[src/rtl/memory_writer_wiener_output_pkg.sv]
// rtl/memory_writer_wiener_output_pkg.sv - shared state type and AXI constants for the Wiener output writer
// Purpose: write-FSM state encoding and fixed AXI field values used by the
//          memory_writer_wiener_output slice.
// Ports:   none (package).
package wiener_mem_pkg;

    typedef enum logic [2:0] {
        IDLE,
        CALC,
        ADDR,
        DATA,
        RESP,
        DONE
    } wr_state_e;

    localparam logic [1:0] AXI_BURST_INCR = 2'd1;
    localparam logic [2:0] AXI_SIZE_4B    = 3'd2;
    localparam logic [1:0] AXI_RESP_OKAY  = 2'd0;

endpackage

[src/rtl/memory_writer_wiener_output_if.sv]
// rtl/memory_writer_wiener_output_if.sv - AXI4 write-channel bundle for the Wiener output writer
// Purpose: groups the AW, W and B channel signals of one AXI4 write port.
// Ports:   master - drives aw*/w*/bready, samples awready/wready/bvalid/bresp
//          slave  - the interconnect side, directions reversed
interface memory_writer_wiener_output_if #(
    parameter int ADDR_WIDTH = 32,
    parameter int DATA_WIDTH = 32
);
    logic                  awvalid;
    logic                  awready;
    logic [ADDR_WIDTH-1:0] awaddr;
    logic [7:0]            awlen;
    logic [2:0]            awsize;
    logic [1:0]            awburst;
    logic                  wvalid;
    logic                  wready;
    logic [DATA_WIDTH-1:0] wdata;
    logic                  wlast;
    logic                  bvalid;
    logic                  bready;
    logic [1:0]            bresp;

    modport master (
        output awvalid, awaddr, awlen, awsize, awburst,
        output wvalid, wdata, wlast, bready,
        input  awready, wready, bvalid, bresp
    );

    modport slave (
        input  awvalid, awaddr, awlen, awsize, awburst,
        input  wvalid, wdata, wlast, bready,
        output awready, wready, bvalid, bresp
    );
endinterface

[src/rtl/memory_writer_wiener_output_block_addr_gen.sv]
// rtl/memory_writer_wiener_output_block_addr_gen.sv - block-raster position counters and burst address register
// Purpose: tracks col_blk/row_blk/py for the current burst, holds the frame
//          geometry latched at start, and registers the burst start address.
// Ports:   clk, rst_n       clock, asynchronous active-low reset
//          start            frame accepted: latch base/geometry, clear counters
//          base_addr_in     frame base address (pixel units)
//          frame_width/height  frame geometry in pixels
//          calc             load addr with the address of the current burst
//          advance          step to the next block row (py, then col, then row)
//          frame_empty      no complete block fits in the presented geometry
//          last_burst       current burst is the final one of the frame
//          addr             registered burst start address
module block_addr_gen
    import wiener_mem_pkg::*;
#(
    parameter int ADDR_WIDTH = 32,
    parameter int BLOCK_SIZE = 8
) (
    input  logic                  clk,
    input  logic                  rst_n,
    input  logic                  start,
    input  logic [ADDR_WIDTH-1:0] base_addr_in,
    input  logic [15:0]           frame_width,
    input  logic [15:0]           frame_height,
    input  logic                  calc,
    input  logic                  advance,
    output logic                  frame_empty,
    output logic                  last_burst,
    output logic [ADDR_WIDTH-1:0] addr
);
    localparam int         LOG2_BS = $clog2(BLOCK_SIZE);
    localparam logic [3:0] PY_LAST = 4'(BLOCK_SIZE - 1);

    logic [ADDR_WIDTH-1:0] base_q, base_d;
    logic [15:0]           width_q, width_d;
    logic [15:0]           nbx_q, nbx_d;
    logic [15:0]           nby_q, nby_d;
    logic [15:0]           col_blk_q, col_blk_d;
    logic [15:0]           row_blk_q, row_blk_d;
    logic [3:0]            py_q, py_d;
    logic [ADDR_WIDTH-1:0] addr_q, addr_d;

    logic [15:0] nbx_in;
    logic [15:0] nby_in;
    logic [31:0] row_pix;
    logic [31:0] row_off;
    logic [31:0] col_pix;
    logic        py_wrap;
    logic        col_wrap;

    // Partial blocks at the right/bottom edge are dropped by the truncating shift.
    assign nbx_in      = frame_width  >> LOG2_BS;
    assign nby_in      = frame_height >> LOG2_BS;
    assign frame_empty = (nbx_in == 16'd0) || (nby_in == 16'd0);

    assign py_wrap    = (py_q == PY_LAST);
    assign col_wrap   = (col_blk_q == nbx_q - 16'd1);
    assign last_burst = py_wrap && col_wrap && (row_blk_q == nby_q - 16'd1);

    // Multiply is only captured on calc, so the AXI address path sees a flop.
    assign row_pix = ({16'd0, row_blk_q} << LOG2_BS) + {28'd0, py_q};
    assign row_off = row_pix * {16'd0, width_q};
    assign col_pix = {16'd0, col_blk_q} << LOG2_BS;

    always_comb begin
        base_d    = base_q;
        width_d   = width_q;
        nbx_d     = nbx_q;
        nby_d     = nby_q;
        col_blk_d = col_blk_q;
        row_blk_d = row_blk_q;
        py_d      = py_q;
        addr_d    = addr_q;

        if (start) begin
            base_d    = base_addr_in;
            width_d   = frame_width;
            nbx_d     = nbx_in;
            nby_d     = nby_in;
            col_blk_d = 16'd0;
            row_blk_d = 16'd0;
            py_d      = 4'd0;
        end

        if (calc) begin
            addr_d = base_q + ADDR_WIDTH'(row_off + col_pix);
        end

        if (advance) begin
            if (!py_wrap) begin
                py_d = py_q + 4'd1;
            end else begin
                py_d = 4'd0;
                if (!col_wrap) begin
                    col_blk_d = col_blk_q + 16'd1;
                end else begin
                    col_blk_d = 16'd0;
                    row_blk_d = row_blk_q + 16'd1;
                end
            end
        end
    end

    always_ff @(posedge clk or negedge rst_n) begin
        if (!rst_n) begin
            base_q    <= '0;
            width_q   <= '0;
            nbx_q     <= '0;
            nby_q     <= '0;
            col_blk_q <= '0;
            row_blk_q <= '0;
            py_q      <= '0;
            addr_q    <= '0;
        end else begin
            base_q    <= base_d;
            width_q   <= width_d;
            nbx_q     <= nbx_d;
            nby_q     <= nby_d;
            col_blk_q <= col_blk_d;
            row_blk_q <= row_blk_d;
            py_q      <= py_d;
            addr_q    <= addr_d;
        end
    end

    assign addr = addr_q;

endmodule

[src/rtl/memory_writer_wiener_output.sv]
// rtl/memory_writer_wiener_output.sv - AXI4 write master storing the Wiener-filtered frame in block-raster order
// Purpose: one INCR burst of BLOCK_SIZE beats per block row, one burst in flight,
//          pulses frame_written when the last write response returns.
// Config:  WRITE_RESP_CHECK_EN - when defined, a non-OKAY bresp sets sticky wr_error
//          (cleared by the next accepted start_frame); otherwise wr_error is 0.
// Ports:   clk, rst_n                 clock, asynchronous active-low reset
//          frame_height/frame_width   frame geometry in pixels
//          base_addr_in, start_frame  base address sampled on the start pulse
//          pixel_valid/data/ready     upstream pixel stream (passed straight to W)
//          axi                        AXI4 write master (AW, W, B channels)
//          busy                       not IDLE
//          frame_written              one-cycle end-of-frame pulse
//          wr_error                   sticky write-response error
module memory_writer_wiener_output
    import wiener_mem_pkg::*;
#(
    parameter int ADDR_WIDTH = 32,
    parameter int DATA_WIDTH = 32,
    parameter int BLOCK_SIZE = 8
) (
    input  logic                         clk,
    input  logic                         rst_n,
    input  logic [15:0]                  frame_height,
    input  logic [15:0]                  frame_width,
    input  logic [ADDR_WIDTH-1:0]        base_addr_in,
    input  logic                         start_frame,
    input  logic                         pixel_valid,
    input  logic [DATA_WIDTH-1:0]        pixel_data,
    output logic                         pixel_ready,
    memory_writer_wiener_output_if.master axi,
    output logic                         busy,
    output logic                         frame_written,
    output logic                         wr_error
);
    localparam logic [3:0] BEAT_LAST = 4'(BLOCK_SIZE - 1);

    wr_state_e state_q, state_d;
    logic [3:0] beat_q, beat_d;

    logic                  start_accept;
    logic                  addr_load;
    logic                  advance;
    logic                  frame_empty;
    logic                  last_burst;
    logic [ADDR_WIDTH-1:0] burst_addr;

    logic                  aw_valid;
    logic                  w_valid;
    logic                  w_last;
    logic [DATA_WIDTH-1:0] w_data;
    logic                  b_ready;

    block_addr_gen #(
        .ADDR_WIDTH (ADDR_WIDTH),
        .BLOCK_SIZE (BLOCK_SIZE)
    ) u_addr_gen (
        .clk          (clk),
        .rst_n        (rst_n),
        .start        (start_accept),
        .base_addr_in (base_addr_in),
        .frame_width  (frame_width),
        .frame_height (frame_height),
        .calc         (addr_load),
        .advance      (advance),
        .frame_empty  (frame_empty),
        .last_burst   (last_burst),
        .addr         (burst_addr)
    );

    always_comb begin
        state_d       = state_q;
        beat_d        = beat_q;
        start_accept  = 1'b0;
        addr_load     = 1'b0;
        advance       = 1'b0;
        aw_valid      = 1'b0;
        w_valid       = 1'b0;
        w_last        = 1'b0;
        w_data        = '0;
        b_ready       = 1'b0;
        pixel_ready   = 1'b0;
        frame_written = 1'b0;

        unique case (state_q)
            IDLE: begin
                if (start_frame) begin
                    start_accept = 1'b1;
                    beat_d       = 4'd0;
                    state_d      = frame_empty ? DONE : CALC;
                end
            end
            CALC: begin
                addr_load = 1'b1;
                state_d   = ADDR;
            end
            ADDR: begin
                aw_valid = 1'b1;
                if (axi.awready) begin
                    state_d = DATA;
                end
            end
            DATA: begin
                // Pixel stream and W channel are one handshake; beat holds on stalls.
                w_valid     = pixel_valid;
                pixel_ready = axi.wready;
                w_data      = pixel_data;
                w_last      = (beat_q == BEAT_LAST);
                if (pixel_valid && axi.wready) begin
                    if (w_last) begin
                        beat_d  = 4'd0;
                        state_d = RESP;
                    end else begin
                        beat_d = beat_q + 4'd1;
                    end
                end
            end
            RESP: begin
                b_ready = 1'b1;
                if (axi.bvalid) begin
                    advance = 1'b1;
                    state_d = last_burst ? DONE : CALC;
                end
            end
            DONE: begin
                frame_written = 1'b1;
                state_d       = IDLE;
            end
            default: begin
                state_d = IDLE;
            end
        endcase
    end

    always_ff @(posedge clk or negedge rst_n) begin
        if (!rst_n) begin
            state_q <= IDLE;
            beat_q  <= '0;
        end else begin
            state_q <= state_d;
            beat_q  <= beat_d;
        end
    end

`ifdef WRITE_RESP_CHECK_EN
    logic wr_error_q, wr_error_d;
    logic resp_err;

    assign resp_err = (state_q == RESP) && axi.bvalid && (axi.bresp != AXI_RESP_OKAY);

    always_comb begin
        wr_error_d = wr_error_q;
        if (start_accept) begin
            wr_error_d = 1'b0;
        end else if (resp_err) begin
            wr_error_d = 1'b1;
        end
    end

    always_ff @(posedge clk or negedge rst_n) begin
        if (!rst_n) begin
            wr_error_q <= 1'b0;
        end else begin
            wr_error_q <= wr_error_d;
        end
    end

    // Raised in the same cycle the bad response is seen, then held by the flop.
    assign wr_error = wr_error_q | resp_err;
`else
    logic unused_bresp;
    assign unused_bresp = ^axi.bresp;
    assign wr_error     = 1'b0;
`endif

    assign busy        = (state_q != IDLE);
    assign axi.awvalid = aw_valid;
    assign axi.awaddr  = burst_addr;
    assign axi.awlen   = 8'(BLOCK_SIZE - 1);
    assign axi.awsize  = AXI_SIZE_4B;
    assign axi.awburst = AXI_BURST_INCR;
    assign axi.wvalid  = w_valid;
    assign axi.wdata   = w_data;
    assign axi.wlast   = w_last;
    assign axi.bready  = b_ready;

endmodule

[src/flat_wrapper.sv]
// flat-port wrapper written by rule: the top's interface ports become plain ports
module memory_writer_wiener_output_flat import wiener_mem_pkg::*;
#(
    parameter int ADDR_WIDTH = 32,
    parameter int DATA_WIDTH = 32,
    parameter int BLOCK_SIZE = 8
)
  (clk, rst_n, frame_height, frame_width, base_addr_in, start_frame, pixel_valid, pixel_data, pixel_ready, busy, frame_written, wr_error, axi_awvalid, axi_awaddr, axi_awlen, axi_awsize, axi_awburst, axi_wvalid, axi_wdata, axi_wlast, axi_bready, axi_awready, axi_wready, axi_bvalid, axi_bresp);
  memory_writer_wiener_output_if #(.ADDR_WIDTH(ADDR_WIDTH), .DATA_WIDTH(DATA_WIDTH)) axi_i ();
  input  logic clk;
  input  logic rst_n;
  input  logic [15:0] frame_height;
  input  logic [15:0] frame_width;
  input  logic [ADDR_WIDTH-1:0] base_addr_in;
  input  logic start_frame;
  input  logic pixel_valid;
  input  logic [DATA_WIDTH-1:0] pixel_data;
  output logic pixel_ready;
  output logic busy;
  output logic frame_written;
  output logic wr_error;
  output wire logic [$bits(axi_i.awvalid)-1:0] axi_awvalid;
  output wire logic [$bits(axi_i.awaddr)-1:0] axi_awaddr;
  output wire logic [$bits(axi_i.awlen)-1:0] axi_awlen;
  output wire logic [$bits(axi_i.awsize)-1:0] axi_awsize;
  output wire logic [$bits(axi_i.awburst)-1:0] axi_awburst;
  output wire logic [$bits(axi_i.wvalid)-1:0] axi_wvalid;
  output wire logic [$bits(axi_i.wdata)-1:0] axi_wdata;
  output wire logic [$bits(axi_i.wlast)-1:0] axi_wlast;
  output wire logic [$bits(axi_i.bready)-1:0] axi_bready;
  input wire logic [$bits(axi_i.awready)-1:0] axi_awready;
  input wire logic [$bits(axi_i.wready)-1:0] axi_wready;
  input wire logic [$bits(axi_i.bvalid)-1:0] axi_bvalid;
  input wire logic [$bits(axi_i.bresp)-1:0] axi_bresp;
  assign axi_awvalid = axi_i.awvalid;
  assign axi_awaddr = axi_i.awaddr;
  assign axi_awlen = axi_i.awlen;
  assign axi_awsize = axi_i.awsize;
  assign axi_awburst = axi_i.awburst;
  assign axi_wvalid = axi_i.wvalid;
  assign axi_wdata = axi_i.wdata;
  assign axi_wlast = axi_i.wlast;
  assign axi_bready = axi_i.bready;
  assign axi_i.awready = axi_awready;
  assign axi_i.wready = axi_wready;
  assign axi_i.bvalid = axi_bvalid;
  assign axi_i.bresp = axi_bresp;
  memory_writer_wiener_output #(.ADDR_WIDTH(ADDR_WIDTH), .DATA_WIDTH(DATA_WIDTH), .BLOCK_SIZE(BLOCK_SIZE)) u_core (.clk(clk), .rst_n(rst_n), .frame_height(frame_height), .frame_width(frame_width), .base_addr_in(base_addr_in), .start_frame(start_frame), .pixel_valid(pixel_valid), .pixel_data(pixel_data), .pixel_ready(pixel_ready), .axi(axi_i), .busy(busy), .frame_written(frame_written), .wr_error(wr_error));
endmodule
[config.mk]
export PLATFORM = sky130hd
export DESIGN_NAME = memory_writer_wiener_output_flat
export DESIGN_NICKNAME = d
export VERILOG_FILES = /design/src/rtl/memory_writer_wiener_output_pkg.sv /design/src/rtl/memory_writer_wiener_output_if.sv /design/src/rtl/memory_writer_wiener_output_block_addr_gen.sv /design/src/rtl/memory_writer_wiener_output.sv /design/src/flat_wrapper.sv
export SDC_FILE = /design/constraint.sdc
export NUM_CORES = 1
export LEC_CHECK = 0
export CAP_MARGIN = 10
export CORE_ASPECT_RATIO = 0.8
export CORE_MARGIN = 2
export CORE_UTILIZATION = 44
export CTS_BUF_LIST = sky130_fd_sc_hd__clkbuf_8 sky130_fd_sc_hd__clkbuf_16
export CTS_CLUSTER_SIZE = 8
export DETAILED_ROUTE_END_ITERATION = 7
export GPL_TIMING_DRIVEN = 0
export PLACE_DENSITY_LB_ADDON = 0.2
export SYNTH_ARGS = -nofsm -noshare
export SYNTH_HDL_FRONTEND = slang
export SYNTH_SLANG_ARGS = --single-unit
[constraint.sdc]
create_clock -name clk -period 13.8 [get_ports clk]
set_input_delay 4.14 -clock clk [delete_from_list [all_inputs] [get_ports clk]]
set_output_delay 4.14 -clock clk [all_outputs]
set_load 0.1 [all_outputs]
* Word-level counts from Yosys, hierarchy flattened *
Cells that the tools add are included.

cells by class
  $lt $le $gt $ge = 0
  div/mod/pow operators = 0
  multipliers = 1
  bitwise operators = 0
  equal/unequal tests = 14
  muxes and demuxes = 35
  shift-type cells = 0
  reductions and logical operators = 12
  add/subtract/negate cells = 9

operator list
  cell                     count
  $mux W16                 8
  $add A16 B1 Y16 const B  2
  $add A32 B19 Y32         1
  $add A32 B32 Y32         1
  $eq A16 B16 Y1           2
  $logic_not A16 Y1        2
  $mul A20 B16 Y32         1
  $mux W32                 1
  $sub A13 B1 Y14 const B  2
  $mux W4                  6
  $mux W3                  7
  $add A19 B4 Y20          1
  $pmux W3 S5              1
  $mux W1                  11
  $add A4 B1 Y4 const B    2
  $eq A4 B3 Y1 const B     2
  $pmux W4 S2              1
  $eq A3 B2 Y1 const B     2
  $eq A3 B3 Y1 const B     2
  $ne A2 B2 Y1 const B     3
  $reduce_and A5 Y1        1
  $ne A2 B1 Y1 const B     2
  $reduce_bool A2 Y1       2
  $eq A3 B1 Y1 const B     1
  5 further kinds          7

storage, ports and cells
  memory bits (writable) = 0
  bits in latches = 0
  word-level logic and storage cells = 81
  output and inout port bits = 85
  bits in read-only memories = 0
  input port bits = 105
  memories kept = 0
  flip-flop bits (word level) = 149

* Longest topological paths before layout *
Gate-level depths: netlist of run 1.

  depth in word-level cells = 7
  depth in mapped cells = 30
  depth with buffers taken out = 28

* Hierarchy *
A second synthesis of run 1 with hierarchy kept.

second synthesis, totals
  cell total of the unflattened synthesis = 2084
  area, all modules = 18871.8 sq um

modules (own cells, without submodules)
  module                       cells each  sequential area each (sq um)  area an instance (sq um)  instances
  block_addr_gen               1974        3228.1                        18028.5                   1
  memory_writer_wiener_output  110         175.2                         843.3                     1

* Worst setup path after synthesis of run 1 *
No wires, ideal clock.

  path type = input to output
  start point = input pixel_data[0]
  end point = output axi_wdata[0]
  data arrival time = 4874 ps
  path buffers = 0
  stages = 1
  path slack = 4786 ps
  data required time = 9660 ps
  path through = and2_1

between the ends
  cells in the longest elaborated chain, start to end = 1

ends and longest elaborated chain
  item                line                               RTL
  start: declaration  flat_wrapper.sv:17                 input logic [DATA_WIDTH-1:0] pixel_data;
  $mux W32            memory_writer_wiener_output.sv:84  unique case (state_q)
  end: declaration    flat_wrapper.sv:28                 output wire logic [$bits(axi_i.wdata)-1:0] axi_wdata;

Every way passes these cells.

* Final worst setup path of run 1 *
  start point = input pixel_valid
  end point = output axi_wvalid

between the ends
  cells in the longest elaborated chain, start to end = 1

ends and longest elaborated chain
  item                line                               RTL
  start: declaration  flat_wrapper.sv:16                 input logic pixel_valid;
  $mux W1             memory_writer_wiener_output.sv:84
  end: declaration    flat_wrapper.sv:27                 output wire logic [$bits(axi_i.wvalid)-1:0] axi_wvalid;

Every way passes these cells.

==> results.md, run 1 <==
- Max cap viols: 0
- Cells on Worst Hold Path: 2
- Clock latency on the worst-skew pair: 0.48 ns
- HPWL after DPL: approximately 44 mm
- Met2 demand-to-capacity share in global routing: 0.412
- # DRC: 0
- Depth of the worst register-to-register path: 25
- Total grt overflow: 0
- Critical Path End Type: output pin
- Area of the multi-input gates: around 13000 um^2
- Top post-synthesis cells by count: 406 x sky130_fd_sc_hd__inv_1, 398 x sky130_fd_sc_hd__nand2_1, 292 x sky130_fd_sc_hd__fa_1
- Placed Area: 21000 um^2
- Height of the die: roughly 190 um
- Worst path required time: around 9.7 ns
- Die ar.: about 44000 um^2
- Antenna violations before repair: 1
- Static power due to leakage: between 10 and 15 nW
- Proportion of register bits with asynchronous set or reset after synthesis: 1.00
- Final Cell Area: ~22000 um^2
- M1 GR Usage: 0.363
- Wirelength, routed: between 50 and 60 mm
- Endpoint of the worst register-to-register path: u_core.u_addr_gen.addr[27]$_DFFE_PN0P_
- Pin slew with the least headroom to its limit: 1.04 ns
- Area occupied by registers: 3400 um^2
- Max clock buf depth: 2
- Critical path startpoint category: input pin
- Post-layout min period: roughly 10 ns
- CTS root buffer: sky130_fd_sc_hd__clkbuf_16
- Cell with the most instances after synthesis: sky130_fd_sc_hd__inv_1
- Routed len/inst: roughly 18 um
- Final TNS setup: 0 ns
- Vias per cell: approximately 5.2
- RSZ-0062 raised after global routing: no
- Worst slew margin relative to its limit: 0.307
- Largest cells by area after synthesis: sky130_fd_sc_hd__fa_1 32%, sky130_fd_sc_hd__dfrtp_1 18%, sky130_fd_sc_hd__inv_1 8.2%
- Count of cell types in the netlist: roughly 70
- CTS tree: done
- Fraction of final layout cells with drive strength greater than 1: 0.0270
- Post-route non-filler standard cell count: roughly 2900
- Pwr/cell area: 147 nW/um^2
- Net count, final: between 2000 and 3000
- Setup bufs post-CTS: 0
- CTS Hold Buffers Added: 0
- Worst setup path start: pixel_valid
- Worst Hold Class: reg -> reg
- Post_cts resized: 0
- Hold path start: u_core.u_addr_gen.addr[11]$_DFFE_PN0P_
- Layer carrying the most global-route usage: met2
- Max Freq: slightly below 100 MHz
- Number of storage elements in the synthesis netlist: ~140
- Critical R2R Launch: u_core.u_addr_gen.row_blk_q[4]$_DFF_PN0_
- Via Count: between 15000 and 20000
- Overall fraction of global-route tracks in use: 0.260
- Clock slew at reported path FFs: 0.06 ns
- Area share of the leading cell type in the synthesized netlist: 0.315
- Share of the core filled with cells: 0.518
- Post-synthesis area per instance: between 8 and 9 um^2
- Worst VDD drop: between 0.00015 and 0.0002 V
- Std-Cell Core Area: 41700 um^2
- Area Overhead vs Synth: 16.6%
- Number of instances in the synthesized netlist: 2150
- Number of flops mapped to enable cells by yosys: 0
- Result of the run: complete, no violations
- Initial DRC Count: 924
- Cell count after placement: 2886
- Final cycle utilization of the critical path: 0.729
- Weighted congestion at the end of routability-driven global placement: about 0.95
- Final Hold Vio Count: 0
- Drt pass-1 iters: 5
- Cell type contributing the most total cell area after synthesis: sky130_fd_sc_hd__fa_1
- Mapped Area: roughly 19000 um^2
- Global-route wire length before repair: between 80 and 90 mm
- Met3 usage in global routing: 0.0520
- Largest clock skew in the final design: roughly 0.017 ns
- Layout fillers: 3985
- Number of warnings printed during yosys synthesis: 0
- Effective utilization at floorplan: 0.444
- Critical Path AT: between 5 and 6 ns
- Number of core rows: 67
- Top flip-flop cell by instance count after synthesis: sky130_fd_sc_hd__dfrtp_1
- TritonCTS buffer count: 17
- R2R setup slack: 4.72 ns
- Endpoint of the worst hold-timing path: u_core.u_addr_gen.addr[11]$_DFFE_PN0P_
- Remaining antenna violation count after routing: 0
- Horiz. Die Dim: between 200 and 250 um
- Final setup vio count: 0
- Maximum fanout along the worst path: 4
- Largest net degree at the start of global routing: 94
- H-tree lvl count: 4
- Antenna diode count: 0
- Number of clock sinks seen by CTS: 136
- Startpoint-to-endpoint class of the critical path: in -> out
- Count of pins on the block boundary: 190
- Via count of the first global-routing pass: 15700
- Sequential fraction of the synthesis area: 0.184
- Pins Over Slew Limit: 0
- Number of port buffers: 170
## report_power, final
part	internal, mW	total, mW	switching, mW
Combinational	0.589	2.04	1.45
Clock	0.261	0.488	0.227
Sequential	0.537	0.640	0.103
## metrics by stage
step	power [mW]	worst slack, ns	hold WS, ns
floorplan	2.08	4.79	0.450
global placement	2.64	2.71	0.460
detailed placement	2.68	3.73	0.466
CTS	3.18	3.73	0.484
global route	3.39	3.68	0.497
finish	3.17	3.74	0.477
## area by class of cell
type,instances,share of cell area
Multi-Input combinational cell,1496,0.607
Sequential cell,136,0.157
Timing Repair Buffer,172,0.0806
Inverter,406,0.0705
Tap cell,552,0.0320
Buffer,124,0.0251
Clock buffer,18,0.0203
Clock inverter,14,0.00700
## worst max-delay path, stage by stage
cell	delay [ns]
sky130_fd_sc_hd__clkdlybuf4s50_1	0.51
sky130_fd_sc_hd__and2_1	0.14
sky130_fd_sc_hd__clkdlybuf4s50_1	1.13
## cells in the final DEF, fill, tap and decap left out, types with 54 or more instances in the layout
| master | instances |
|---|---|
| sky130_fd_sc_hd__and2_1 | 190 |
| sky130_fd_sc_hd__clkbuf_1 | 102 |
| sky130_fd_sc_hd__clkdlybuf4s50_1 | 169 |
| sky130_fd_sc_hd__dfrtp_1 | 136 |
| sky130_fd_sc_hd__fa_1 | 292 |
| sky130_fd_sc_hd__ha_1 | 96 |
| sky130_fd_sc_hd__inv_1 | 406 |
| sky130_fd_sc_hd__nand2_1 | 398 |
| sky130_fd_sc_hd__nor2_1 | 54 |
| sky130_fd_sc_hd__o21ai_0 | 86 |
## per-layer routing
layer	wire length [um]	up-vias	part of all wire
met4	1200	2	0.022
met3	4070	68	0.075
met1	24200	7562	0.45
li1	-	6929	-
met5	8	-	0.00015
met2	24500	545	0.45
## registers in the layout, indices dropped and copies added (netlist names)
signal                       flops
u_core.u_addr_gen.row_blk_q     16
u_core.u_addr_gen.width_q       15
u_core.u_addr_gen.nbx_q          1
u_core.u_addr_gen.col_blk_q     16
u_core.state_q                   3
u_core.u_addr_gen.base_q        32
u_core.u_addr_gen.addr          32
u_core.u_addr_gen.py_q           4
u_core.u_addr_gen.nby_q         13
u_core.beat_q                    4
## logic make-up after synthesis
group           count (synthesis)  synth area share
mux                            20            0.0108
fa+ha+maj                     388             0.380
compound gates                207            0.0697
buf+inv                       530             0.111
xor+xnor                       79            0.0381
flops                         136             0.184
simple gates                  788             0.206
other cells                     2          0.000405
## worst max path at each step
stage	cells after the start	slack, ns	to
after floorplan	1	4.79	axi_wdata[0]
after global placement	1	2.71	u_core.u_addr_gen.base_q[18]$_DFFE_PN0P_
after detailed placement	3	3.73	axi_wvalid
after CTS	3	3.73	axi_wvalid
after global routing	3	3.68	axi_wvalid
final	3	3.74	axi_wvalid
Power figures use the tool's default switching activity.
==> inputs of run 2 (changes only) <==
clock period = 8.1 ns   (was 13.8 ns; I/O delays follow)
==> results.md, run 2 (same netlist as run 1, synthesis figures left out) <==
- Result of the run: complete, no violations
- Critical path startpoint category: flip-flop
- Most frequent cells in the layout: 406 x sky130_fd_sc_hd__inv_1, 398 x sky130_fd_sc_hd__nand2_1, 292 x sky130_fd_sc_hd__fa_1
- Antenna violations before repair: 0
- Antenna diode count: 0
- Max cap viols: 0
- Routed len/inst: roughly 18 um
- Most common library cell in the layout ignoring fill and taps: sky130_fd_sc_hd__inv_1
- Fraction of final layout cells with drive strength greater than 1: 0.0501
- Weighted congestion at the end of routability-driven global placement: 0.948
- Drt pass-1 iters: 6
- CTS root buffer: sky130_fd_sc_hd__clkbuf_16
- Std-Cell Core Area: 41700 um^2
- CTS tree: done
- Maximum fanout along the worst path: 10
- Relative contribution of sequential cells to total power: 0.202
- Effective utilization at floorplan: 0.444
- Cell count after placement: about 2900
- Global-route wire length before repair: 86.4 mm
- Critical Path AT: 8.13 ns
- Count of pins on the block boundary: 190
- Initial DRC Count: ~960
- Worst VDD drop: between 0.0003 and 0.0004 V
- Number of port buffers: 170
- Overall fraction of global-route tracks in use: 0.260
- Via count of the first global-routing pass: between 15000 and 20000
- Largest clock skew in the final design: approximately 0.018 ns
- Clock latency on the worst-skew pair: between 0.4 and 0.5 ns
- Max Freq: 128 MHz
- Number of core rows: 67
- Final worst setup slack: approximately 0.3 ns
- # DRC: 0
- Wirelength, routed: roughly 54 mm
- Pwr/cell area: ~250 nW/um^2
- Hold path start: u_core.u_addr_gen.addr[14]$_DFFE_PN0P_
- Pin slew with the least headroom to its limit: between 1 and 1.5 ns
- Clock slew at reported path FFs: around 0.070 ns
- Height of the die: about 190 um
- Worst slew margin relative to its limit: 0.307
- Final Hold Vio Count: 0
- Switching power share of the total: 0.563
- Final cycle utilization of the critical path: 0.963
- Remaining antenna violation count after routing: 0
- Layout fillers: about 3900
- Static power due to leakage: ~11 nW
- Vias per cell: between 5 and 6
- Total grt overflow: 0
- Combinational fraction of design power: 0.646
- Clock network power share: 0.153
- H-tree lvl count: 4
- Worst setup path start: u_core.u_addr_gen.row_blk_q[0]$_DFF_PN0_
- Critical Path End Type: flip-flop
- Via Count: 15100
- Worst path required time: 8.43 ns
- Post-place setup slack: -0.774 ns
- Int Pwr: 2.37 mW
- Post-route non-filler standard cell count: approximately 2900
- Share of the core filled with cells: 0.526
- Post-layout min period: just under 8 ns
- TritonCTS buffer count: 17
- HPWL after DPL: 44.4 mm
- Horiz. Die Dim: approximately 230 um
- Die ar.: ~44000 um^2
- Pins Over Slew Limit: 0
- Area Overhead vs Synth: 18.4%
- CTS Hold Buffers Added: 0
- Critical R2R Launch: u_core.u_addr_gen.row_blk_q[0]$_DFF_PN0_
- Number of clock sinks seen by CTS: about 140
- Fin Hold WS: around 0.48 ns
- Final setup vio count: 0
- Max clock buf depth: 2
- Switch Pwr: ~3.0 mW
- Net count, final: around 2900
- Worst Hold Class: reg -> reg
- Largest net degree at the start of global routing: 94
- Startpoint-to-endpoint class of the critical path: reg -> reg
run 2: cell count changes in the layout (fill, tap and decap cells not counted), sizes merged:
cell / delta
buf: +12
clkbuf: -4
run 2: cell type report:
| type | instances | area (um^2) | area share |
|---|---|---|---|
| multi-input combinational | 1496 | 13400 | 0.609 |
| sequential | 136 | 3410 | 0.155 |
| timing repair buffer | 183 | 1820 | 0.0831 |
| inverter | 406 | 1520 | 0.0694 |
| tap | 552 | 691 | 0.0315 |
| buffer | 121 | 559 | 0.0255 |
| clock buffer | 18 | 439 | 0.0200 |
| clock inverter | 14 | 151 | 0.00689 |
run 2: metal layers:
metal	vias to the layer above	global-route usage	wire, um
met3	64	0.0520	3810
met5	-	0	0
met1	7576	0.363	24400
met2	530	0.412	24500
met4	0	0.0728	1240
li1	6945	-	-
run 2: power by group through the flow:
stage	Sequential (mW)	Clock, mW	Combinational (mW)
finish	1.09	0.828	3.50
global route	1.12	0.876	3.79
CTS	1.09	0.847	3.48
detailed placement	1.10	0	3.46
global placement	1.09	0	3.41
floorplan	1.55	0	1.98
run 2: worst max-delay path: stages (launching register included):
cell and delay [ns]:
sky130_fd_sc_hd__dfrtp_1 0.49, sky130_fd_sc_hd__ha_1 0.24, sky130_fd_sc_hd__and3_1 0.28, sky130_fd_sc_hd__nand3_2 0.21, sky130_fd_sc_hd__nor2_2 0.28, sky130_fd_sc_hd__xor2_4 0.31
sky130_fd_sc_hd__clkbuf_4 0.34, sky130_fd_sc_hd__nand2_1 0.10, sky130_fd_sc_hd__fa_1 0.53, sky130_fd_sc_hd__fa_1 0.57, sky130_fd_sc_hd__inv_1 0.06, sky130_fd_sc_hd__fa_1 0.51
sky130_fd_sc_hd__fa_1 0.51, sky130_fd_sc_hd__fa_1 0.49, sky130_fd_sc_hd__inv_1 0.05, sky130_fd_sc_hd__fa_1 0.47, sky130_fd_sc_hd__inv_1 0.04, sky130_fd_sc_hd__ha_1 0.34
sky130_fd_sc_hd__and4_1 0.26, sky130_fd_sc_hd__and3_1 0.20, sky130_fd_sc_hd__o221ai_2 0.20, sky130_fd_sc_hd__a211oi_2 0.43, sky130_fd_sc_hd__o22ai_2 0.20, sky130_fd_sc_hd__o21ai_0 0.26
sky130_fd_sc_hd__xnor2_1 0.19, sky130_fd_sc_hd__o21ai_0 0.10
run 2: final timing paths:
path	endpoint	slack [ns]	cells after the start
max	u_core.u_addr_gen.addr[30]$_DFFE_PN0P_	0.30	25
min	u_core.u_addr_gen.addr[14]$_DFFE_PN0P_	0.48	2
max reg2reg	u_core.u_addr_gen.addr[30]$_DFFE_PN0P_	0.30	25
min reg2reg	u_core.u_addr_gen.addr[14]$_DFFE_PN0P_	0.48	2
max in group asynchronous	u_core.u_addr_gen.row_blk_q[6]$_DFF_PN0_	5.37	2
min in group asynchronous	u_core.u_addr_gen.addr[4]$_DFFE_PN0P_	1.87	1
run 2: what timing repair did:
item                                    CTS  global route
resized for setup                        27            39
pin swaps                                 0             4
endpoints found under the hold margin     0             0
endpoints found under the setup margin   14            13
setup buffers                             0            11
run 2: metrics by stage:
step                      area, um^2  TNS (ns)  power, mW
after floorplan                18600         0       3.54
after global placement         21000   -175.90       4.50
after detailed placement       21000     -6.39       4.56
after CTS                      21700         0       5.42
after global routing           22000   -0.0158       5.78
final                          22000         0       5.42
==> inputs of run 3 (changes only) <==
ABC_AREA = 0   (was default)
==> results of run 3 <==
Same layout as run 2: the final DEF is identical, and so are final timing and power.
